$ cat src/rtl/pipeline_ctrl.sv
// ============================================================================
// Module      : pipeline_ctrl
// Description : 5-stage pipeline sequencer. It turns hazard, branch and
//               memory handshake inputs into per-stage enables and flushes,
//               and keeps stall/redirect counters and a wait watchdog.
// Revision    : 1.0 - initial release
// ============================================================================
`default_nettype none

module pipeline_ctrl #(
    parameter int CNT_W    = 32,
    parameter int MAX_WAIT = 64,
    parameter int WAIT_W   = 8
) (
    input  logic             clk,
    input  logic             reset,
    input  logic             hz_stall,
    input  logic             e_br_taken,
    input  logic             imem_valid,
    input  logic             dmem_req,
    input  logic             dmem_ack,
    output logic             pc_en,
    output logic             pc_redirect,
    output logic             ifid_en,
    output logic             ifid_flush,
    output logic             idex_en,
    output logic             idex_flush,
    output logic             exmem_en,
    output logic             memwb_flush,
    output logic [1:0]       state,
    output logic             timeout,
    output logic [CNT_W-1:0] stall_cycles,
    output logic [CNT_W-1:0] redirects
);

    localparam logic [1:0]        c_st_run   = 2'd0;
    localparam logic [1:0]        c_st_dwait = 2'd1;
    localparam logic [1:0]        c_st_iwait = 2'd2;
    localparam logic [1:0]        c_st_drain = 2'd3;
    localparam logic [WAIT_W-1:0] c_wait_max = WAIT_W'(MAX_WAIT);
    localparam logic [CNT_W-1:0]  c_cnt_max  = '1;

    logic [1:0]        r_state;
    logic [WAIT_W-1:0] r_wait_cnt;
    logic              r_timeout;
    logic [CNT_W-1:0]  r_stall_cnt;
    logic [CNT_W-1:0]  r_redir_cnt;

    logic              w_bstall;
    logic [1:0]        w_state_nxt;
    logic              w_waiting;
    logic [WAIT_W-1:0] w_wait_inc;

    assign w_bstall = dmem_req & ~dmem_ack;

    // Priority: back stall > redirect > drain > hazard > fetch wait > normal.
    always_comb begin
        pc_en       = 1'b1;
        pc_redirect = 1'b0;
        ifid_en     = 1'b1;
        ifid_flush  = 1'b0;
        idex_en     = 1'b1;
        idex_flush  = 1'b0;
        exmem_en    = 1'b1;
        memwb_flush = 1'b0;
        if (w_bstall) begin
            pc_en       = 1'b0;
            ifid_en     = 1'b0;
            idex_en     = 1'b0;
            exmem_en    = 1'b0;
            memwb_flush = 1'b1;
        end else if (e_br_taken) begin
            pc_redirect = 1'b1;
            ifid_flush  = 1'b1;
            idex_flush  = 1'b1;
        end else if (r_state == c_st_drain) begin
            // Stale fetch word is dropped and the PC holds the branch target.
            pc_en      = 1'b0;
            ifid_flush = 1'b1;
        end else if (hz_stall) begin
            pc_en      = 1'b0;
            ifid_en    = 1'b0;
            idex_flush = 1'b1;
        end else if (!imem_valid) begin
            pc_en      = 1'b0;
            ifid_flush = 1'b1;
        end
    end

    always_comb begin
        w_state_nxt = r_state;
        if (w_bstall) begin
            w_state_nxt = c_st_dwait;
        end else begin
            case (r_state)
                c_st_run, c_st_dwait: begin
                    if (e_br_taken && !imem_valid) w_state_nxt = c_st_drain;
                    else if (!imem_valid)          w_state_nxt = c_st_iwait;
                    else                           w_state_nxt = c_st_run;
                end
                c_st_iwait: begin
                    if (e_br_taken)      w_state_nxt = c_st_drain;
                    else if (imem_valid) w_state_nxt = c_st_run;
                end
                default: begin
                    if (e_br_taken)      w_state_nxt = c_st_drain;
                    else if (imem_valid) w_state_nxt = c_st_run;
                end
            endcase
        end
    end

    // A wait cycle counts only when a wait state carries on into a wait state.
    assign w_waiting  = ((r_state == c_st_dwait) || (r_state == c_st_iwait)) &&
                        ((w_state_nxt == c_st_dwait) || (w_state_nxt == c_st_iwait));
    assign w_wait_inc = (r_wait_cnt == c_wait_max) ? r_wait_cnt
                                                   : r_wait_cnt + WAIT_W'(1);

    always_ff @(posedge clk) begin
        if (!reset) begin
            r_state     <= c_st_run;
            r_wait_cnt  <= '0;
            r_timeout   <= 1'b0;
            r_stall_cnt <= '0;
            r_redir_cnt <= '0;
        end else begin
            r_state <= w_state_nxt;
            if (w_state_nxt == c_st_run) begin
                r_wait_cnt <= '0;
            end else if (w_waiting) begin
                r_wait_cnt <= w_wait_inc;
                if (w_wait_inc == c_wait_max) r_timeout <= 1'b1;
            end
            if (!pc_en && !pc_redirect && (r_stall_cnt != c_cnt_max))
                r_stall_cnt <= r_stall_cnt + CNT_W'(1);
            if (pc_redirect && (r_redir_cnt != c_cnt_max))
                r_redir_cnt <= r_redir_cnt + CNT_W'(1);
        end
    end

    assign state        = r_state;
    assign timeout      = r_timeout;
    assign stall_cycles = r_stall_cnt;
    assign redirects    = r_redir_cnt;

endmodule

`default_nettype wire

$ cat config.mk
export PLATFORM = sky130hd
export DESIGN_NAME = pipeline_ctrl
export DESIGN_NICKNAME = d
export VERILOG_FILES = /design/src/rtl/pipeline_ctrl.sv
export SDC_FILE = /design/constraint.sdc
export NUM_CORES = 1
export LEC_CHECK = 0
export ABC_AREA = 0
export CAP_MARGIN = 5
export CORE_MARGIN = 3
export CORE_UTILIZATION = 35
export CTS_CLUSTER_DIAMETER = 50
export CTS_CLUSTER_SIZE = 10
export DETAILED_ROUTE_END_ITERATION = 8
export PLACE_DENSITY_LB_ADDON = 0.15
export SLEW_MARGIN = 20
export SYNTH_ARGS = -nofsm -noshare
export SYNTH_HDL_FRONTEND = slang
export SYNTH_SLANG_ARGS = --single-unit
$ cat constraint.sdc
create_clock -name clk -period 2.8 [get_ports clk]
set_input_delay 0.7 -clock clk [delete_from_list [all_inputs] [get_ports clk]]
set_output_delay 0.7 -clock clk [all_outputs]
set_load 0.05 [all_outputs]
==> results by group <==
Synth
  – Syn nets: 497
  – Syn. warnings: 0
  – Post-synth EDFFs: 0
  – Synth Instances: 482
  – Post-synth top area share: 38.08%
  – Top-count cell post-synth: dfxtp_1
  – Synth area leader: dfxtp_1
  – Mapped Area: 3943 µm²
  – Ys flop type: dfxtp_1
  – Seq/Total Area, Yosys: 38.08%
  – #FFs+latches synth: 75
  – Cell variety after synth: 50
  – Syn avg cell area: 8.180 µm²
  – Largest cells by area after synthesis: dfxtp_1, a21oi_1, or3_1
  – Synth top cells by count: dfxtp_1, a21oi_1, o21ai_0
  – Asr flop ratio synth: 0%

Clock tree
  – # H-tree levels: 3
  – TritonCTS Buffers: 9
  – Clock Latency Late Sink: 0.34 ns
  – CTS root buf: clkbuf_16
  – CTS tree: yes
  – CTS max path bufs: 2
  – CTS Sinks: 75
  – Clock slew at reported path FFs: 0.06 ns
  – Hold_buf cts: 0

Timing
  – Skew final: 0.007180 ns
  – RSZ-0062 raised after global routing: false
  – Final hold slack: 0.4890 ns
  – Final setup TNS: 0 ns
  – Final worst path period share: 96.57%
  – Worst slew pin tran: 0.7569 ns
  – # setup viols final: 0
  – Hold Vio Cnt, Final: 0
  – Fin crit period: 2.704 ns
  – Max Clk Rate: 369.8 MHz
  – Max-slew violation count: 0
  – Slew HR: 49.15%

Setup path
  – CP Capture Type: output pin
  – Crit path from: dmem_ack
  – Critical Path RT: 2.10 ns
  – Reg2reg start: redirects[0]$_SDFFE_PN0P_
  – CP Data Arrival Time: 2.00 ns
  – Reg2reg setup slack: 0.40 ns
  – CP max-delay cell: clkdlybuf4s50_1
  – Worst-path fanout max: 5
  – Crit start category: input port
  – Kind of critical path: in2out
  – Max incr delay on CP: 0.44 ns
  – Crit-path leading delay family: buffers and inverters
  – Buffers and inverters on the worst path: 5
  – Crit path cell chain: clkdlybuf4s50_1 > and2b_2 > inv_4 > buf_4 > nand3_1 > inv_1 > buf_12

Routing
  – Drt first-iter violations: 240
  – Routed WL per cell: 14.79 µm
  – Via count: 3956
  – Vias/cell: 5.502
  – First-pass DRT Iterations: 5
  – Drt drc: 0
  – Antenna Violating Nets Remaining: 0
  – Routed wire length: 10.63 mm

Global routing
  – Largest net degree at the start of global routing: 30
  – GRT Overall Usage: 16.90%
  – Gr ovfl total: 0
  – Antenna violations before repair: 0
  – Vias in the first global route: 3562
  – Global-route wire length before repair: 17.57 mm

Floorplanning
  – Core area: 10940 µm²
  – Row count: 38
  – Die Y: 112.1 µm
  – Effective utilization at floorplan: 36.05%
  – IO Count: 82
  – Die W: 112.1 µm
  – Die area: 12570 µm²

Layout
  – Ant diodes: 0
  – Synth-to-Final Area Change: 39.19%
  – Non-filler cells, final: 719
  – Final core occ: 50.18%
  – Final net count: 589
  – Layout cells sized above 1: 10.36%

Placement
  – Cells after DPL: 703
  – Routability cong.: 0.8048
  – Post-DP HPWL: 7.759 mm
  – Number of port buffers: 81

Worst hold path
  – Hold/Removal Path Class: reg2reg
  – Worst min-delay path startpoint: timeout$_SDFFE_PN0P_

Power and ir drop
  – Peak supply drop: 0.0004249 V
  – Leak Pwr: 1.816 nW
  – Power Density: 521.4 nW/µm²

Outcome
  – Status: completed

Run
  – Total of max-cap violations: 0
-- layout by cell type, fill, tap and decap left out, types with 2 or more instances in the layout --
master,n
a211oi_1,2
or4_1,15
nor4_1,6
ha_1,8
a21oi_1,51
o31ai_1,15
and2_1,2
nand3_1,35
mux2i_1,7
o31a_1,2
clkbuf_16,9
xor2_1,5
a31oi_1,5
dfxtp_1,75
and4_1,11
nor3_1,4
nand4_1,19
buf_4,24
buf_12,8
o211ai_1,3
xnor2_1,7
and2b_2,2
clkdlybuf4s50_1,73
o21a_1,2
or2_2,2
o41ai_1,2
nor2_1,21
o21ai_0,38
and3_1,5
nand2b_1,10
clkbuf_8,2
o311ai_0,2
bufinv_16,4
inv_1,14
nand2_1,35
or3_1,35
-- metrics by stage --
step / worst slack (ns) / total power [mW] / area, µm²
2_1_floorplan: 0.08667 / 1.291 / 3946
3_3_place_gp: 0.01059 / 1.408 / 5099
3_5_place_dp: -0.03020 / 1.410 / 5099
4_1_cts: 0.02605 / 2.898 / 5475
5_1_grt: 0.007200 / 2.964 / 5488
6_report: 0.09604 / 2.861 / 5488
-- path summary, 6_finish.rpt --
| path | depth (start not counted) | endpoint |
|---|---|---|
| hold / removal | 2 | timeout$_SDFFE_PN0P_ |
| setup reg to reg | 7 | redirects[8]$_SDFFE_PN0P_ |
| hold reg to reg | 2 | timeout$_SDFFE_PN0P_ |
| setup / recovery | 7 | pc_en |
-- power by group --
| group | switching (mW) | internal [mW] | leakage (nW) | total [mW] |
|---|---|---|---|---|
| combinational | 0.176 | 0.116 | 1.03 | 0.292 |
| clock | 0.463 | 1.01 | 0.183 | 1.47 |
| sequential | 0.0162 | 1.08 | 0.605 | 1.10 |
| total | 0.655 | 2.21 | 1.82 | 2.86 |
-- per-layer routing --
| layer | vias to the layer above | global-route usage (%) | wire [µm] |
|---|---|---|---|
| li1 | 1999 | - | - |
| met1 | 1866 | 22.42 | 5071 |
| met2 | 87 | 27.06 | 5020 |
| met3 | 4 | 5.229 | 479 |
| met4 | 0 | 3.926 | 60 |
| met5 | - | 0 | 0 |
-- cell type report --
type | instances | area (µm²)
fillers | 1066 | 5448
multi-input cells | 367 | 2301
flip-flops and latches | 75 | 1501
repair buffers | 105 | 1071
clock buffers | 12 | 256.5
well taps | 140 | 175.2
clock inverters | 4 | 120.1
inverters | 16 | 62.56
-- cells by family (layout without fill, tap and decap cells) --
logic type	Yosys count	in the layout	synth area share [%]
AO/OA/AOI/OAI	129	129	19.42
AND/OR/NAND/NOR	211	211	31.26
adder cells (fa/ha/maj)	8	8	2.539
multiplexers	7	7	1.777
flip-flops	75	75	38.08
XOR/XNOR	12	12	2.666
buffers and inverters	40	137	4.252
-- what timing repair did --
action                                  in CTS  in global routing
endpoints found under the setup margin       0                  4
resized for setup                            0                  2
buffers inserted                             0                  0
-- registers in the layout, summed over array words and instances, names as in the netlist --
| signal | count |
|---|---|
| redirects | 32 |
| stall_cycles | 32 |
| r_wait_cnt | 8 |
| state | 2 |
| timeout | 1 |
-- worst reg2reg max path, stage by stage (launching register included) --
cell	delay, ns
dfxtp_1	0.43
ha_1	0.24
and4_1	0.28
nand4_1	0.18
o31ai_4	0.62
buf_4	0.31
nor4_1	0.06
o21a_1	0.17
Note: power is estimated with default switching activity, not from simulation.
